==> src/rtl/jpeg_stream_pkg.sv <==
// Shared types and constants for the JPEG multi-channel stream multiplexer.
package jpeg_stream_pkg;

  typedef enum logic [1:0] {
    MODE_444  = 2'd0,
    MODE_422  = 2'd1,
    MODE_420  = 2'd2,
    MODE_RSVD = 2'd3
  } mode_e;

  localparam logic [7:0] MARKER_PREFIX = 8'hFF;
  localparam logic [7:0] EOI           = 8'hD9;
  localparam logic [7:0] STUFF         = 8'h00;

  typedef enum logic [2:0] {
    ST_IDLE,
    ST_RUN,
    ST_FLUSH,
    ST_MARKER_FF,
    ST_MARKER_D9
  } state_e;

  // Number of luma blocks per MCU; the reserved mode behaves like 4:4:4.
  function automatic logic [2:0] ny_of_mode(input mode_e mode);
    case (mode)
      MODE_422: return 3'd2;
      MODE_420: return 3'd4;
      default:  return 3'd1;
    endcase
  endfunction

endpackage

==> src/rtl/jpeg_stream_mux_bit_packer.sv <==
// MSB-first bit accumulator with byte extraction and 0xFF byte stuffing.
// Appended bits always land below the bits already held, so the top byte
// presented on out_data never changes while it waits for out_ready.
module bit_packer
  import jpeg_stream_pkg::*;
#(
  parameter int CODE_W = 27,
  parameter int LEN_W  = 5,
  parameter int ACC_W  = 64
) (
  input  logic              clk,
  input  logic              rst_n,
  input  logic              append_en,
  input  logic [CODE_W-1:0] append_code,
  input  logic [LEN_W-1:0]  append_len,
  output logic              room,
  output logic              empty,
  output logic [2:0]        bit_phase,
  output logic              out_valid,
  input  logic              out_ready,
  output logic [7:0]        out_data
);

  localparam int CNT_W = $clog2(ACC_W + 1);

  logic [ACC_W-1:0]  acc_q, acc_d;
  logic [CNT_W-1:0]  cnt_q, cnt_d;
  logic              stuff_q, stuff_d;

  logic [ACC_W-1:0]  acc_sh;
  logic [CNT_W-1:0]  cnt_sh;
  logic [CODE_W:0]   len_mask;
  logic [ACC_W-1:0]  word_ext;
  logic [CNT_W-1:0]  ins_pos;
  logic              pop_data;

  assign out_valid = stuff_q || (cnt_q >= CNT_W'(8));
  assign out_data  = stuff_q ? STUFF : (out_valid ? acc_q[ACC_W-1 -: 8] : 8'h00);
  assign room      = (cnt_q <= CNT_W'(ACC_W - CODE_W));
  assign empty     = (cnt_q == '0) && !stuff_q;
  assign bit_phase = cnt_q[2:0];

  // Pop the top byte on transfer, then append the new word just below the remaining bits.
  always_comb begin
    pop_data = out_valid && out_ready && !stuff_q;
    acc_sh   = acc_q;
    cnt_sh   = cnt_q;
    if (pop_data) begin
      acc_sh = acc_q << 8;
      cnt_sh = cnt_q - CNT_W'(8);
    end

    len_mask = ({{CODE_W{1'b0}}, 1'b1} << append_len) - (CODE_W + 1)'(1);
    word_ext = ACC_W'(append_code & len_mask[CODE_W-1:0]);
    ins_pos  = CNT_W'(ACC_W) - cnt_sh - CNT_W'(append_len);

    acc_d = acc_sh;
    cnt_d = cnt_sh;
    if (append_en) begin
      acc_d = acc_sh | (word_ext << ins_pos);
      cnt_d = cnt_sh + CNT_W'(append_len);
    end

    stuff_d = stuff_q;
    if (stuff_q && out_ready) begin
      stuff_d = 1'b0;
    end else if (pop_data && (acc_q[ACC_W-1 -: 8] == MARKER_PREFIX)) begin
      stuff_d = 1'b1;
    end
  end

  // Accumulator, bit count and stuff-pending registers.
  always_ff @(posedge clk or negedge rst_n) begin
    if (!rst_n) begin
      acc_q   <= '0;
      cnt_q   <= '0;
      stuff_q <= 1'b0;
    end else begin
      acc_q   <= acc_d;
      cnt_q   <= cnt_d;
      stuff_q <= stuff_d;
    end
  end

endmodule

==> src/rtl/jpeg_stream_mux.sv <==
// Interleaves CH entropy-coder streams per MCU, packs them into a stuffed
// JPEG byte stream and terminates each frame with padding plus EOI.
module jpeg_stream_mux
  import jpeg_stream_pkg::*;
#(
  parameter int CH     = 3,
  parameter int CODE_W = 27,
  parameter int LEN_W  = 5,
  parameter int ACC_W  = 64
) (
  input  logic                 clk,
  input  logic                 rst_n,
  input  logic [1:0]           mode,
  input  logic [CH-1:0]        in_valid,
  output logic [CH-1:0]        in_ready,
  input  logic [CH*CODE_W-1:0] in_code,
  input  logic [CH*LEN_W-1:0]  in_len,
  input  logic [CH-1:0]        in_eob,
  input  logic                 frame_end,
  output logic                 out_valid,
  input  logic                 out_ready,
  output logic [7:0]           out_data,
  output logic                 out_last,
  output logic                 busy
);

  localparam int CH_W      = (CH > 1) ? $clog2(CH) : 1;
  localparam int SLOTS_MAX = 4 + CH - 1;
  localparam int SLOT_W    = $clog2(SLOTS_MAX + 1);

  state_e             state_q, state_d;
  mode_e              mode_q, mode_d;
  logic [SLOT_W-1:0]  slot_q, slot_d;
  logic               mid_q, mid_d;
  logic               pend_q, pend_d;

  logic [2:0]         ny;
  logic [SLOT_W-1:0]  last_slot;
  logic [CH_W-1:0]    sched_ch;
  logic [CODE_W-1:0]  sel_code;
  logic [LEN_W-1:0]   sel_len;
  logic               sel_eob;
  logic               run_ok;
  logic               accept;
  logic               pad_req;
  logic               marker;

  logic               pk_append_en;
  logic [CODE_W-1:0]  pk_code;
  logic [LEN_W-1:0]   pk_len;
  logic               pk_room;
  logic               pk_empty;
  logic [2:0]         pk_phase;
  logic               pk_valid;
  logic               pk_ready;
  logic [7:0]         pk_data;

  // Schedule decode: slots 0..NY-1 are luma, the remaining slots walk the chroma channels.
  always_comb begin
    ny        = ny_of_mode(mode_q);
    last_slot = SLOT_W'(ny) + SLOT_W'(CH) - SLOT_W'(2);
    if (slot_q < SLOT_W'(ny)) begin
      sched_ch = '0;
    end else begin
      sched_ch = CH_W'(slot_q - SLOT_W'(ny) + SLOT_W'(1));
    end
  end

  // Select the scheduled channel's word and grant only that channel.
  always_comb begin
    sel_code = '0;
    sel_len  = '0;
    sel_eob  = 1'b0;
    in_ready = '0;
    run_ok   = (state_q == ST_RUN) && pk_room && !(pend_q && !mid_q);
    for (int c = 0; c < CH; c++) begin
      if (sched_ch == CH_W'(c)) begin
        sel_code    = in_code[c*CODE_W +: CODE_W];
        sel_len     = in_len[c*LEN_W +: LEN_W];
        sel_eob     = in_eob[c];
        in_ready[c] = run_ok;
      end
    end
    accept = |(in_valid & in_ready);
  end

  // Feed the packer with accepted words, or with 1-bit padding while flushing.
  always_comb begin
    pad_req      = (state_q == ST_FLUSH) && (pk_phase != 3'd0);
    pk_append_en = accept || pad_req;
    pk_code      = '1;
    pk_len       = LEN_W'(8 - int'(pk_phase));
    if (accept) begin
      pk_code = sel_code;
      pk_len  = sel_len;
    end
  end

  // Output mux: packer bytes, or the unstuffed EOI marker pair.
  always_comb begin
    marker    = (state_q == ST_MARKER_FF) || (state_q == ST_MARKER_D9);
    pk_ready  = out_ready && !marker;
    out_valid = marker || pk_valid;
    out_data  = pk_data;
    out_last  = 1'b0;
    if (state_q == ST_MARKER_FF) begin
      out_data = MARKER_PREFIX;
    end else if (state_q == ST_MARKER_D9) begin
      out_data = EOI;
      out_last = 1'b1;
    end
    busy = (state_q != ST_IDLE);
  end

  // Frame sequencing: latch mode, walk the MCU schedule, then flush and emit EOI.
  always_comb begin
    state_d = state_q;
    mode_d  = mode_q;
    slot_d  = slot_q;
    mid_d   = mid_q;
    pend_d  = pend_q;
    case (state_q)
      ST_IDLE: begin
        if (|in_valid) begin
          state_d = ST_RUN;
          mode_d  = (mode == 2'd3) ? MODE_444 : mode_e'(mode);
          slot_d  = '0;
          mid_d   = 1'b0;
          pend_d  = frame_end;
        end else if (frame_end) begin
          state_d = ST_FLUSH;
        end
      end
      ST_RUN: begin
        if (frame_end) begin
          pend_d = 1'b1;
        end
        if (accept) begin
          mid_d = 1'b1;
          if (sel_eob) begin
            if (slot_q == last_slot) begin
              slot_d = '0;
              mid_d  = 1'b0;
            end else begin
              slot_d = slot_q + SLOT_W'(1);
            end
          end
        end
        if (pend_q && !mid_q) begin
          state_d = ST_FLUSH;
          pend_d  = 1'b0;
        end
      end
      ST_FLUSH: begin
        if (pk_empty) begin
          state_d = ST_MARKER_FF;
        end
      end
      ST_MARKER_FF: begin
        if (out_ready) begin
          state_d = ST_MARKER_D9;
        end
      end
      ST_MARKER_D9: begin
        if (out_ready) begin
          state_d = ST_IDLE;
          slot_d  = '0;
          mid_d   = 1'b0;
          pend_d  = 1'b0;
        end
      end
      default: begin
        state_d = ST_IDLE;
      end
    endcase
  end

  // FSM and schedule registers.
  always_ff @(posedge clk or negedge rst_n) begin
    if (!rst_n) begin
      state_q <= ST_IDLE;
      mode_q  <= MODE_444;
      slot_q  <= '0;
      mid_q   <= 1'b0;
      pend_q  <= 1'b0;
    end else begin
      state_q <= state_d;
      mode_q  <= mode_d;
      slot_q  <= slot_d;
      mid_q   <= mid_d;
      pend_q  <= pend_d;
    end
  end

  bit_packer #(
    .CODE_W (CODE_W),
    .LEN_W  (LEN_W),
    .ACC_W  (ACC_W)
  ) u_packer (
    .clk         (clk),
    .rst_n       (rst_n),
    .append_en   (pk_append_en),
    .append_code (pk_code),
    .append_len  (pk_len),
    .room        (pk_room),
    .empty       (pk_empty),
    .bit_phase   (pk_phase),
    .out_valid   (pk_valid),
    .out_ready   (pk_ready),
    .out_data    (pk_data)
  );

endmodule

==> config.mk <==
export PLATFORM = sky130hd
export DESIGN_NAME = jpeg_stream_mux
export DESIGN_NICKNAME = d
export VERILOG_FILES = /design/src/rtl/jpeg_stream_pkg.sv /design/src/rtl/jpeg_stream_mux_bit_packer.sv /design/src/rtl/jpeg_stream_mux.sv
export SDC_FILE = /design/constraint.sdc
export NUM_CORES = 1
export LEC_CHECK = 0
export ABC_AREA = 1
export CAP_MARGIN = 10
export CORE_ASPECT_RATIO = 2
export CORE_MARGIN = 5
export CORE_UTILIZATION = 50
export CTS_CLUSTER_SIZE = 8
export DETAILED_ROUTE_END_ITERATION = 8
export PLACE_DENSITY = 0.8
export SETUP_SLACK_MARGIN = 0.4
export SLEW_MARGIN = 40
export SYNTH_ARGS = -nofsm -noshare
export SYNTH_HDL_FRONTEND = slang
export SYNTH_SLANG_ARGS = --single-unit
==> constraint.sdc <==
create_clock -name clk -period 9.3 [get_ports clk]
set_input_delay 2.325 -clock clk [delete_from_list [all_inputs] [get_ports clk]]
set_output_delay 2.325 -clock clk [all_outputs]
set_load 0.1 [all_outputs]
* After elaboration in Yosys (flattened, before gate mapping)
Cells that the tools add are included. W data, S select, Z words.
Cells by class: $add $sub $neg 11, order comparisons 3, equal/unequal tests 20, shift operators 2, multiplexer cells 51, bitwise logic cells 3, reduce and logical (&&, ||, !) cells 32
Operators with widths (number):
- $mux W64 | 2
- $mux W27 | 4
- $or A64 B64 Y64 | 1
- $shl A64 B7 Y64 | 1
- $mux W8 | 4
- $mux W3 | 10
- $and A27 B27 Y27 | 1
- $shl A1 B5 Y27 const A | 1
- $sub A27 B1 Y27 const B | 1
- $mux W5 | 4
- $mux W1 | 18
- $pmux W3 S5 | 1
- $mux W7 | 2
- $ne A2 B2 Y1 const B | 6
- $logic_and A1 B1 Y1 | 10
- $reduce_and A5 Y1 | 2
- $pmux W3 S3 | 1
- $reduce_bool A3 Y1 | 3
- $eq A8 B8 Y1 const B | 1
- $reduce_and A4 Y1 | 2
- $add A7 B5 Y7 | 1
- $ge A7 B4 Y1 const B | 1
- $le A7 B6 Y1 const B | 1
- $logic_not A7 Y1 | 1
- 30 further kinds | 43
Storage, ports and cells: flip-flop bits (word level) 82, input bits 108, logic and storage cells 130

* Logic depth before layout (Yosys ltp)
word-level depth 16, mapped depth 33

* Cells and area by module
From an unflattened synthesis, not the netlist that was laid out.
Unflattened totals: cells, all modules 1379, area, all modules 8740.9 sq um
By module, submodules not included:
- bit_packer | instances 1, cells an instance 1071, area an instance 6834.1 sq um, sequential area each 1801.7 sq um
- jpeg_stream_mux | instances 1, cells an instance 308, area an instance 1906.8 sq um, sequential area each 250.2 sq um

* Worst setup path after synthesis
No wires, ideal clock.
path kind register -> output, start register state_q[0], end output port out_data[0], arrival time 3.343 ns, slack 3.632 ns, stages on the path, launching flop included 8, path buffers 0, cells stage by stage dfrtp_1 -> nor2_1 -> inv_1 -> nor2_1 -> inv_1 -> nand2_1 -> inv_1 -> o21ai_0
Between the ends: word-level cells in the longest chain between the ends 3, elaborated cells between the ends (all ways) 4, those cells by class eq/ne (2); mux (2)
Ends and longest elaborated chain:
- from (decl) | RTL line jpeg_stream_mux.sv:31 | state_e state_q, state_d;
- from (signal assigned) | RTL line jpeg_stream_mux.sv:187 | state_q <= state_d;
- $eq A3 B3 Y1 | RTL line jpeg_stream_mux.sv:108 | end else if (state_q == ST_MARKER_D9) begin
- $mux W8 | RTL line jpeg_stream_mux.sv:108
- $mux W8 * | RTL line jpeg_stream_mux.sv:106 | if (state_q == ST_MARKER_FF) begin
- to (decl) | RTL line jpeg_stream_mux.sv:22 | output logic [7:0] out_data,
Every way passes the cells marked *; elsewhere a longest branch is shown, timed or not.

* Final worst setup path
start input port in_valid[0], end register u_packer.acc_q[42]
Between the ends: word-level cells in the longest chain between the ends 9, elaborated cells between the ends (all ways) 12, those cells by class add/sub (2); shift (2); mux (3); bitwise (3); reduce/logical (2)
Ends and longest elaborated chain:
- from (decl) | RTL line jpeg_stream_mux.sv:14 | input logic [CH-1:0] in_valid,
- $and A3 B3 Y3 * | RTL line jpeg_stream_mux.sv:84 | accept = |(in_valid & in_ready);
- $reduce_or A3 Y1 * | RTL line jpeg_stream_mux.sv:84
- $mux W5 | RTL line jpeg_stream_mux.sv:93 | if (accept) begin
- $shl A1 B5 Y27 | RTL line jpeg_stream_mux_bit_packer.sv:53 | len_mask = ({{CODE_W{1'b0}}, 1'b1} << append_len) - (CODE_W + 1)'(1);
- $sub A27 B1 Y27 | RTL line jpeg_stream_mux_bit_packer.sv:53
- $and A27 B27 Y27 | RTL line jpeg_stream_mux_bit_packer.sv:54 | word_ext = ACC_W'(append_code & len_mask[CODE_W-1:0]);
- $shl A64 B7 Y64 | RTL line jpeg_stream_mux_bit_packer.sv:60 | acc_d = acc_sh | (word_ext << ins_pos);
- $or A64 B64 Y64 | RTL line jpeg_stream_mux_bit_packer.sv:60
- $mux W64 * | RTL line jpeg_stream_mux_bit_packer.sv:59 | if (append_en) begin
- via u_packer.acc_d[42] | RTL line jpeg_stream_mux_bit_packer.sv:26 | logic [ACC_W-1:0] acc_q, acc_d;
- to (signal assigned) | RTL line jpeg_stream_mux_bit_packer.sv:75 | acc_q <= '0;
- to (signal assigned) | RTL line jpeg_stream_mux_bit_packer.sv:79 | acc_q <= acc_d;
- to (decl) | RTL line jpeg_stream_mux_bit_packer.sv:26
Mark *: on every way through the listed nets, which the timed path passes. The rest lies on a longest branch. A chain may end at the register's enable or synchronous reset.

==> flow_summary.json <==
{
  "drive_gt1_frac": 0.0714,
  "synth_seq_cells": 82,
  "die_w_um": 102,
  "vias": 9678,
  "synth_fp_nets": 1540,
  "hold_path_depth": 2,
  "gp_congestion": 1.00,
  "syn_area_um2": 8430,
  "clock-sinks": 82,
  "grt_pass1_vias": 9441,
  "drtIter0Drc": 547,
  "die_height_um": 194,
  "antenna_found_initial": 0,
  "async_flop_share": 1.00,
  "critPathTopFamily": "simple AND/OR/NAND/NOR gates",
  "hpwl_um": 26300,
  "utilization": 0.597,
  "tightest_slew_ns": 0.821,
  "ys_seq_area_frac": 0.243,
  "hold_end": "u_packer.acc_q[3]",
  "io_pins": 122,
  "critPathSlowestCell": "o21ai_2",
  "cp-startpoint": "in_valid[0]",
  "hold_violations": 0,
  "grt_pass1_wl_um": 49500,
  "end_kind": "flop",
  "cts_resized": 0,
  "cp_data_required_time_ns": 9.57,
  "hold_start": "u_packer.acc_q[3]",
  "synthTopCellsByArea": "dfrtp_1 (24%), nand2_1 (21%), nand3_1 (13%)",
  "cts_setup_buffers": 0,
  "ys_types": 46,
  "wl_um": 31900,
  "first_pass_iters": 6,
  "synth_flop_cell": "dfrtp_1",
  "yosysTopAreaCell": "dfrtp_1",
  "status": "completed",
  "fmax_mhz": 145,
  "synth_top_area_share": 0.243,
  "dieArea_um2": 19700,
  "rr_worst_depth": 25,
  "synth_most_common_cell": "nand2_1",
  "grt_usage": 0.323,
  "start_kind": "input pin",
  "drc": 0,
  "critical_path_buf_inv_count": 3,
  "critPathArrivalTime_ns": 7.19,
  "wire_per_inst_um": 18.8,
  "root_buffer": "clkbuf_16",
  "start_util": 0.505,
  "crit_path_cell_trace": "clkdlybuf4s50_1, nand4_4, nand3_4, o21ai_2, ha_1, ha_1, a21oi_1, nand2_1, nand2_1, nand2_1, a21oi_1, xor2_1, or2_2, nand3_1, nor2_1, buf_4, inv_2, nor2_1, nand3_1, nand3_1",
  "core_area_um2": 16700,
  "cts.path.max_buffers": 2,
  "syn_to_final_growth_pct": 18.1,
  "holdBufCountCts": 0,
  "hold_class": "flop to flop",
  "htreeDepth": 3,
  "slew_headroom": 0.452,
  "crit_type": "input pin to flop",
  "cap_viol_max_count": 0,
  "path_depth": 20,
  "overflow": 0,
  "synth_common_cells": "nand2_1 (470), nand3_1 (226), inv_1 (119)",
  "finalClockSkew_ns": 0.0120,
  "antenna-diode-count": 0,
  "syn_area_per_cell_um2": 6.02,
  "numPortBuffers": 121,
  "drv_slew": 0,
  "min_period_ns": 6.92,
  "finalSetupViolCount": 0,
  "core.rowCount": 67,
  "insertion_delay_ns": 0.34,
  "crit_fanout": 36,
  "reg2reg_to": "u_packer.acc_q[42]",
  "synth-edff-count": 0,
  "antenna_left": 0,
  "fin_tns_setup_ns": 0,
  "numCtsBuffers": 9,
  "rsz0062_at_grt": "false",
  "slowest_delay_ns": 0.68,
  "grt_max_degree": 78,
  "via_per_inst": 5.72,
  "path_clk_slew_ns": 0.06,
  "yosysWarningCount": 0,
  "min_period_over_period": 0.744,
  "tritoncts": "built",
  "syn_inst": 1401,
  "reg2reg_from": "mode_q[1]",
  "r2r_slack_ns": 2.92,
  "layout.nets": 1618
}
layer usage:
| metal | part of all wire | routed length (um) | GRT usage |
|---|---|---|---|
| met4 | 0.091 | 2910 | 0.239 |
| met2 | 0.53 | 17000 | 0.599 |
| met5 | 0 | 0 | 0 |
| met3 | 0.041 | 1320 | 0.0238 |
| met1 | 0.33 | 10600 | 0.321 |
state kept, by name, indices dropped and copies added, names as in the netlist:
register and count:
mode_q 2, mid_q 1, state_q 3, u_packer.acc_q 64, u_packer.cnt_q 7, slot_q 3, pend_q 1, u_packer.stuff_q 1
metrics by stage:
step / hold slack [ns] / cell area (um2) / instances / setup slack (ns)
after detailed placement: 0.468 / 9650 / 1675 / 2.07
after floorplan: 0.448 / 8430 / 1401 / 3.63
final: 0.486 / 9950 / 1691 / 2.38
after global routing: 0.500 / 9950 / 1691 / 1.81
after CTS: 0.488 / 9950 / 1691 / 2.41
after global placement: 0.463 / 9720 / 1675 / 2.15
kinds of logic (layout without fill, tap and decap cells):
group           after synthesis  in the layout  synth area share
xor+xnor                     11             11            0.0114
fa+ha+maj                    31             31            0.0487
buf+inv                     200            283            0.0947
simple gates                904            904             0.488
flops                        82             82             0.243
compound gates              173            173             0.114
layout make-up:
type                    instances  area (um2)
fillers                      1645        6730
well taps                     207         259
multi-input cells            1119        5590
flip-flops and latches         82        2050
repair buffers                136        1250
inverters                     131         493
clock buffers                  10         239
clock inverters                 6        65.1
worst max path at each step:
stage | slack, ns | to
after floorplan | 3.63 | out_data[0]
after global placement | 2.15 | u_packer.acc_q[42]
after detailed placement | 2.07 | u_packer.acc_q[42]
after CTS | 2.41 | u_packer.acc_q[46]
after global routing | 1.81 | u_packer.acc_q[42]
final | 2.38 | u_packer.acc_q[42]
cell usage in the layout, fill, tap and decap left out, drive strengths merged:
master | Yosys | final
nand3b | 5 | 5
buf | 22 | 30
a31oi | 2 | 2
o221ai | 2 | 2
a211oi | 1 | 1
nor3 | 7 | 7
bufinv | 0 | 1
o22a | 1 | 1
nor2 | 96 | 96
a311oi | 2 | 2
fa | 3 | 3
dfrtp | 82 | 82
a21oi | 24 | 24
ha | 28 | 28
nand2 | 484 | 484
o2111ai | 1 | 1
xnor2 | 3 | 3
or2 | 3 | 3
inv | 127 | 128
clkbuf | 47 | 10
o22ai | 5 | 5
clkinv | 4 | 7
a22o | 3 | 3
o32ai | 2 | 2
clkdlybuf4s50 | 0 | 106
nand4 | 73 | 73
o31ai | 8 | 8
xor2 | 8 | 8
clkinvlp | 0 | 1
a22oi | 1 | 1
nand3 | 235 | 235
o21ai | 121 | 121
and2 | 1 | 1
tightest hold or removal path: cells and delay by family, from the launching register on:
family           cells  cell delay [ns]
flip-flops           1             0.33
AO/OA/AOI/OAI        1             0.06
AND/OR/NAND/NOR      1             0.05
Power is not shown: default switching activity piles up to over one toggle a cycle in this logic, so the estimate is an artifact.
